[src/rtl/neureka_streamer_sched_pkg.sv]
// Shared types for the streamer scheduler.
//   ld_which_t    : load-kind select driven onto the load-path mux.
//   sched_state_e : scheduler FSM states.
//   idx_width()   : index width for a requester count (minimum 1 bit).
package neureka_package;

  localparam int unsigned LdWhichW    = 2;
  localparam int unsigned LdWeightIdx = 1;

  typedef enum logic [LdWhichW-1:0] {
    LD_FEAT_SEL     = 2'd0,
    LD_WEIGHT_SEL   = 2'd1,
    LD_NORM_SEL     = 2'd2,
    LD_STREAMIN_SEL = 2'd3
  } ld_which_t;

  typedef enum logic [2:0] {
    StIdle,
    StSwitch,
    StStart,
    StRun,
    StDrain
  } sched_state_e;

  function automatic int unsigned idx_width(input int unsigned n);
    return (n > 1) ? $clog2(n) : 1;
  endfunction

endpackage

[src/rtl/neureka_rr_arbiter.sv]
// Combinational load arbiter.
//   req_i   : pending load requests, one bit per requester.
//   last_i  : index of the most recently granted load.
//   idx_o   : winning requester index (valid only when valid_o).
//   valid_o : at least one request is pending.
// RR_EN=1 searches from last_i+1 upwards (wrapping); RR_EN=0 picks the lowest index.
module neureka_rr_arbiter
  import neureka_package::*;
#(
  parameter int unsigned NB_LD = 4,
  parameter bit          RR_EN = 1'b1,
  localparam int unsigned IdxW = idx_width(NB_LD)
) (
  input  logic [NB_LD-1:0] req_i,
  input  logic [IdxW-1:0]  last_i,
  output logic [IdxW-1:0]  idx_o,
  output logic             valid_o
);

  always_comb begin
    int unsigned w_cand;
    logic [IdxW-1:0] w_idx;
    w_cand  = 0;
    w_idx   = '0;
    idx_o   = '0;
    valid_o = 1'b0;
    for (int unsigned off = 0; off < NB_LD; off++) begin
      if (RR_EN) begin
        w_cand = (32'(last_i) + off + 1) % NB_LD;
      end else begin
        w_cand = off;
      end
      w_idx = IdxW'(w_cand);
      if (!valid_o && req_i[w_idx]) begin
        valid_o = 1'b1;
        idx_o   = w_idx;
      end
    end
  end

endmodule

[src/rtl/neureka_streamer_sched.sv]
// Streamer scheduler: arbitrates load/store requests and sequences one transfer
// at a time through SWITCH -> START -> RUN -> DRAIN.
//   clk_i, rst_ni, clear_i     : clock, async active-low reset, sync soft clear.
//   enable_i                   : 0 freezes the FSM and blocks new grants.
//   ld_req_i, st_req_i         : level requests, held until ack.
//   wmem_sel_i                 : weight load goes through the weight-memory port.
//   src_done_i, sink_done_i    : address generator completion flags.
//   fifo_empty_i               : TCDM FIFO drained.
//   ack_o                      : completion pulse per requester (MSB = store).
//   ld_st_mux_sel_o, ld_which_mux_sel_o, wmem_sel_o : path selects, stable per transfer.
//   clear_source_o, clear_sink_o, clear_fifo_o, start_o : one-cycle control pulses.
//   busy_o                     : FSM not idle.
module neureka_streamer_sched
  import neureka_package::*;
#(
  parameter int unsigned NB_LD = 4,
  parameter bit          RR_EN = 1'b1
) (
  input  logic             clk_i,
  input  logic             rst_ni,
  input  logic             clear_i,
  input  logic             enable_i,
  input  logic [NB_LD-1:0] ld_req_i,
  input  logic             st_req_i,
  input  logic             wmem_sel_i,
  output logic [NB_LD:0]   ack_o,
  output logic             ld_st_mux_sel_o,
  output ld_which_t        ld_which_mux_sel_o,
  output logic             wmem_sel_o,
  output logic             clear_source_o,
  output logic             clear_sink_o,
  output logic             clear_fifo_o,
  output logic             start_o,
  input  logic             src_done_i,
  input  logic             sink_done_i,
  input  logic             fifo_empty_i,
  output logic             busy_o
);

  localparam int unsigned IdxW = idx_width(NB_LD);
  localparam logic [IdxW-1:0] LastRst = IdxW'(NB_LD - 1);

  sched_state_e    r_state_q, w_state_d;
  logic            r_ld_st_q;     // direction of the current/last transfer (1 = store)
  logic            r_prev_dir_q;  // direction of the transfer before it
  ld_which_t       r_which_q;
  logic            r_wmem_q;
  logic [IdxW-1:0] r_last_q;      // last granted load index, also the load ack index

  logic [IdxW-1:0] w_arb_idx;
  logic            w_arb_valid;
  logic            w_grant;
  logic            w_done;

  neureka_rr_arbiter #(
    .NB_LD (NB_LD),
    .RR_EN (RR_EN)
  ) u_arb (
    .req_i   (ld_req_i),
    .last_i  (r_last_q),
    .idx_o   (w_arb_idx),
    .valid_o (w_arb_valid)
  );

  assign w_grant = (r_state_q == StIdle) && enable_i && !clear_i && (st_req_i || w_arb_valid);
  assign w_done  = r_ld_st_q ? sink_done_i : src_done_i;

  // State register
  always_ff @(posedge clk_i or negedge rst_ni) begin
    if (!rst_ni) begin
      r_state_q <= StIdle;
    end else begin
      r_state_q <= w_state_d;
    end
  end

  // Next-state logic
  always_comb begin
    w_state_d = r_state_q;
    unique case (r_state_q)
      StIdle:   if (w_grant) w_state_d = StSwitch;
      StSwitch: if (enable_i) w_state_d = StStart;
      StStart:  if (enable_i) w_state_d = StRun;
      StRun:    if (enable_i && w_done) w_state_d = StDrain;
      StDrain:  if (enable_i && fifo_empty_i) w_state_d = StIdle;
      default:  w_state_d = StIdle;
    endcase
    if (clear_i) w_state_d = StIdle;
  end

  // Grant latch: selects only change on a new grant, so they stay put for the whole transfer.
  always_ff @(posedge clk_i or negedge rst_ni) begin
    if (!rst_ni) begin
      r_ld_st_q    <= 1'b0;
      r_prev_dir_q <= 1'b0;
      r_which_q    <= LD_FEAT_SEL;
      r_wmem_q     <= 1'b0;
      r_last_q     <= LastRst;
    end else if (clear_i) begin
      r_ld_st_q    <= 1'b0;
      r_prev_dir_q <= 1'b0;
      r_which_q    <= LD_FEAT_SEL;
      r_wmem_q     <= 1'b0;
      r_last_q     <= LastRst;
    end else if (w_grant) begin
      r_prev_dir_q <= r_ld_st_q;
      if (st_req_i) begin
        r_ld_st_q <= 1'b1;
        r_wmem_q  <= 1'b0;
      end else begin
        r_ld_st_q <= 1'b0;
        r_which_q <= ld_which_t'(LdWhichW'(w_arb_idx));
        r_wmem_q  <= wmem_sel_i && (w_arb_idx == IdxW'(LdWeightIdx));
        r_last_q  <= w_arb_idx;
      end
    end
  end

  // Outputs; pulses are suppressed on frozen cycles so each fires exactly once.
  always_comb begin
    clear_source_o = 1'b0;
    clear_sink_o   = 1'b0;
    clear_fifo_o   = 1'b0;
    start_o        = 1'b0;
    ack_o          = '0;
    unique case (r_state_q)
      StSwitch: begin
        clear_source_o = enable_i && !r_ld_st_q;
        clear_sink_o   = enable_i && r_ld_st_q;
        clear_fifo_o   = enable_i && (r_ld_st_q != r_prev_dir_q);
      end
      StStart: start_o = enable_i;
      StDrain: begin
        if (enable_i && fifo_empty_i && !clear_i) begin
          if (r_ld_st_q) ack_o[NB_LD] = 1'b1;
          else           ack_o[r_last_q] = 1'b1;
        end
      end
      default: ;
    endcase
  end

  assign busy_o             = (r_state_q != StIdle);
  assign ld_st_mux_sel_o    = r_ld_st_q;
  assign ld_which_mux_sel_o = r_which_q;
  assign wmem_sel_o         = r_wmem_q;

endmodule

[config.mk]
export PLATFORM = sky130hd
export DESIGN_NAME = neureka_streamer_sched
export DESIGN_NICKNAME = d
export VERILOG_FILES = /design/src/rtl/neureka_streamer_sched_pkg.sv /design/src/rtl/neureka_rr_arbiter.sv /design/src/rtl/neureka_streamer_sched.sv
export SDC_FILE = /design/constraint.sdc
export NUM_CORES = 1
export LEC_CHECK = 0
export CORE_ASPECT_RATIO = 1.1
export CORE_MARGIN = 4
export CORE_UTILIZATION = 43
export DETAILED_ROUTE_END_ITERATION = 7
export GPL_ROUTABILITY_DRIVEN = 0
export HOLD_SLACK_MARGIN = 0.08
export PLACE_DENSITY = 0.89
export REMOVE_ABC_BUFFERS = 1
export SYNTH_ARGS = -nofsm -noshare
export SYNTH_HDL_FRONTEND = slang
export SYNTH_HIERARCHICAL = 1
export SYNTH_SLANG_ARGS = --single-unit
[constraint.sdc]
create_clock -name clk_i -period 2.8 [get_ports clk_i]
set_clock_uncertainty 0.2 [all_clocks]
set_input_delay 0.42 -clock clk_i [delete_from_list [all_inputs] [get_ports clk_i]]
set_output_delay 0.42 -clock clk_i [all_outputs]
set_load 0.1 [all_outputs]
==> metrics.json <==
{
  "outcome": {"value": "finished, final reports clean"},
  "netlist.top_cell.by_area": {"value": "sky130_fd_sc_hd__dfrtp_1"},
  "async_reset_ff_frac": {"value": 1.00},
  "hold_path.class": {"value": "input pin to asynchronous set/reset pin"},
  "setup_tns": {"value": 0, "unit": "ns"},
  "hold_viol": {"value": 0},
  "leading_cell_types_by_count_after_synthesis": {"value": "8 x sky130_fd_sc_hd__a21oi_1, 8 x sky130_fd_sc_hd__dfrtp_1, 8 x sky130_fd_sc_hd__nor2_1, 8 x sky130_fd_sc_hd__o21ai_0"},
  "p_leak": {"value": 0.483, "unit": "nW"},
  "yosysWarnings": {"value": 6},
  "r2r.worst_path.cells": {"value": 6},
  "core_area": {"value": 1600, "unit": "µm²"},
  "post_synthesis_instance_area": {"value": 736, "unit": "µm²"},
  "rsz0062_at_grt": {"value": "false"},
  "detailedRoute.firstIterationViolations": {"value": 23},
  "muxShareOfSynthArea": {"value": 0.0289},
  "globalRoute.totalOverflow": {"value": 0},
  "synth.distinct_cells": {"value": 37},
  "report.final.setup_viol": {"value": 0},
  "crit_path_top_delay_cell": {"value": "sky130_fd_sc_hd__or4_4"},
  "multi_input_comb_area": {"value": 458, "unit": "µm²"},
  "synth_compound_gate_area_share": {"value": 0.190},
  "clock_tree.buffer_depth": {"value": 2},
  "rows": {"value": 15},
  "clock_tree.htree_level_count": {"value": 1},
  "ys_seq_area_frac": {"value": 0.344},
  "post_drt_via_cell_ratio": {"value": 5.80},
  "synthSimpleGateAreaFrac": {"value": 0.359},
  "seq_area": {"value": 253, "unit": "µm²"},
  "worstSetupPathType": {"value": "flip-flop to output pin"},
  "initial_antenna_violation_count": {"value": 0},
  "maximum_number_of_pins_on_one_net_before_global_route_repair": {"value": 13},
  "final.fill_count": {"value": 123},
  "hpwl_reported_at_the_end_of_detailed_placement": {"value": 1650, "unit": "µm"},
  "report.power.total": {"value": 0.459, "unit": "mW"},
  "final-max-slew-violation-count": {"value": 0},
  "achievable-frequency": {"value": 0.377, "unit": "GHz"},
  "worstReg2RegStart": {"value": "r_last_q[1]$_DFFE_PN1P_"},
  "post_synth_xor_area_fraction": {"value": 0.0119},
  "cells_after_synth": {"value": 91},
  "internal_power": {"value": 0.294, "unit": "mW"},
  "final_period_minus_worst_setup_slack": {"value": 2.65, "unit": "ns"},
  "die_x": {"value": 47.4, "unit": "µm"},
  "post-route-worst-setup-slack": {"value": 0.148, "unit": "ns"},
  "seqPwrFrac": {"value": 0.361},
  "synth_enable_flop_cells": {"value": 0},
  "drv_cap": {"value": 0},
  "drtPass1Iterations": {"value": 4},
  "crit-reg2reg-capture": {"value": "wmem_sel_o$_DFFE_PN0P_"},
  "grt_use_total": {"value": 0.204},
  "via_count_of_the_first_global_routing_pass": {"value": 790},
  "slowest_delay": {"value": 0.55, "unit": "ns"},
  "synth_top_cells_by_area": {"value": "sky130_fd_sc_hd__dfrtp_1 27%, sky130_fd_sc_hd__dfstp_2 7.1%, sky130_fd_sc_hd__a21oi_1 5.4%"},
  "flow.area_growth_from_synthesis": {"value": 58.0, "unit": "%"},
  "io_pins": {"value": 27},
  "cts_tree": {"value": "built"},
  "slew_headroom": {"value": 0.644},
  "p_comb_frac": {"value": 0.361},
  "switching_power_as_a_share_of_total_power": {"value": 0.360},
  "routed-via-count": {"value": 800},
  "numCtsBuffers": {"value": 3},
  "totalWireLength": {"value": 2040, "unit": "µm"},
  "layout-drive-gt1-share": {"value": 0.298},
  "post-cts-setup-buffers": {"value": 0},
  "critical_path.endpoint_type": {"value": "output pin"},
  "yosys.area_share.adder": {"value": 0},
  "detailed_place.area": {"value": 1100, "unit": "µm²"},
  "yosysTopAreaCellShare": {"value": 0.272},
  "die-height": {"value": 51.4, "unit": "µm"},
  "clock_power_share": {"value": 0.278},
  "pre_cts_slack": {"value": 0.140, "unit": "ns"},
  "final_core_utilization": {"value": 0.729},
  "ys.flop_type": {"value": "sky130_fd_sc_hd__dfrtp_1"},
  "dieArea": {"value": 2440, "unit": "µm²"},
  "portBuffers": {"value": 26},
  "endpoint": {"value": "ack_o[3]"},
  "yosys_register_bits": {"value": 10},
  "worst_reg_to_reg_setup_slack": {"value": 0.61, "unit": "ns"},
  "clock_tree.root_cell": {"value": "sky130_fd_sc_hd__clkbuf_4"},
  "power.density_cell_area": {"value": 394, "unit": "nW/µm²"},
  "drt.antenna.violating_nets": {"value": 0},
  "tritoncts_num_sinks": {"value": 10},
  "layout.nets": {"value": 135},
  "critical_path.startpoint_type": {"value": "flip-flop"},
  "postCtsHoldBufs": {"value": 0},
  "post_route_design_area": {"value": 1160, "unit": "µm²"},
  "synth_top_family_by_area": {"value": "simple AND/OR/NAND/NOR gates"},
  "global_route_wire_length_before_repair": {"value": 3570, "unit": "µm"},
  "worst_setup_hold_path_clk_slew": {"value": 0.06, "unit": "ns"},
  "initial_utilization": {"value": 0.461},
  "clk-insertion-delay-late": {"value": 0.26, "unit": "ns"},
  "post_drt_wl_per_cell": {"value": 14.8, "unit": "µm"},
  "startpoint": {"value": "r_state_q[0]$_DFFE_PN0P_"},
  "critical_path_arrival": {"value": 2.03, "unit": "ns"},
  "insertedDiodeCount": {"value": 0},
  "crit_chain": {"value": "or3b_1 -> or4_4 -> nor3_2 -> buf_12"},
  "avgSynthCellArea": {"value": 8.08, "unit": "µm²"},
  "crit_fanout": {"value": 4},
  "drc": {"value": 0},
  "cp_data_required_time": {"value": 2.18, "unit": "ns"},
  "layout_worst_path_cycle_share": {"value": 0.947},
  "power.net_switching": {"value": 0.165, "unit": "mW"},
  "vdd_drop_max": {"value": 0.292, "unit": "mV"},
  "pin_slew_with_the_least_headroom_to_its_limit": {"value": 0.526, "unit": "ns"}
}
## cells by family (layout without fill, tap and decap cells)
group                  after synthesis  in the layout
buffers and inverters               10             40
AND/OR/NAND/NOR                     45             45
multiplexers                         2              2
AO/OA/AOI/OAI                       23             23
XOR/XNOR                             1              1
flip-flops                          10             10
## power by group through the flow
stage,Sequential [mW],Combinational [mW],Clock (mW)
after floorplan,0.188,0.0796,0
after global placement,0.166,0.160,0
after detailed placement,0.167,0.164,0
after CTS,0.164,0.165,0.129
after global routing,0.167,0.178,0.140
final,0.166,0.165,0.128
## flip-flops by register name (all words and copies together), names as in the netlist
name / flops
r_last_q: 2
wmem_sel_o: 1
r_prev_dir_q: 1
ld_which_mux_sel_o: 2
r_state_q: 3
ld_st_mux_sel_o: 1
## cell type report
| cell class | instances | share of cell area |
|---|---|---|
| multi-input combinational | 71 | 0.394 |
| timing repair buffer | 31 | 0.323 |
| sequential | 10 | 0.217 |
| clock buffer | 4 | 0.0312 |
| tap | 17 | 0.0183 |
| inverter | 5 | 0.0161 |
## critical path, delay by kind of cell (launching register included)
family / cells / cell delay, ns
buf+inv: 1 / 0.21
flops: 1 / 0.38
simple gates: 3 / 1.19
## per-layer routing
layer | wire length, µm | GRT usage
met5 | 0 | 0
met4 | 34 | 0.0691
met3 | 161 | 0.0387
met2 | 1050 | 0.346
met1 | 797 | 0.248
## cell usage in the layout (no fill, tap or decap), drive strengths merged
master,instances
or3,4
dfstp,2
nand4b,1
a31oi,2
clkbuf,4
nand3,2
nand3b,2
nor2b,1
o21ai,8
nand2,6
mux2i,1
xnor2,1
or4,2
or4bb,1
and3,1
buf,19
inv,5
a21oi,9
nor4,1
nor2,8
o221ai,1
nor4b,1
or3b,2
dfrtp,8
mux2,1
nor3,6
clkdlybuf4s50,12
o31a,1
o211ai,1
nand2b,5
and2b,1
a211oi,1
or4b,1
## how the worst min path moves through the flow
| stage | from | end |
|---|---|---|
| 3_3_place_gp | wmem_sel_o$_DFFE_PN0P_ | wmem_sel_o$_DFFE_PN0P_ |
| 6_report | rst_ni | r_state_q[2]$_DFFE_PN0P_ |
| 2_1_floorplan | rst_ni | ld_st_mux_sel_o$_DFFE_PN0P_ |
| 3_5_place_dp | wmem_sel_o$_DFFE_PN0P_ | wmem_sel_o$_DFFE_PN0P_ |
| 4_1_cts | rst_ni | r_state_q[2]$_DFFE_PN0P_ |
| 5_1_grt | rst_ni | r_state_q[2]$_DFFE_PN0P_ |
## per-stage QoR
stage,instances,hold slack [ns]
after CTS,138,0.280
final,138,0.267
after floorplan,86,-0.0756
after detailed placement,134,0.338
after global routing,138,0.300
after global placement,134,0.331
## timing repair
item,4_1_cts,5_1_grt
setup endpoints to repair,1,3
gates resized for setup,1,4
cloned,0,0
(Power assumes the default switching activity.)
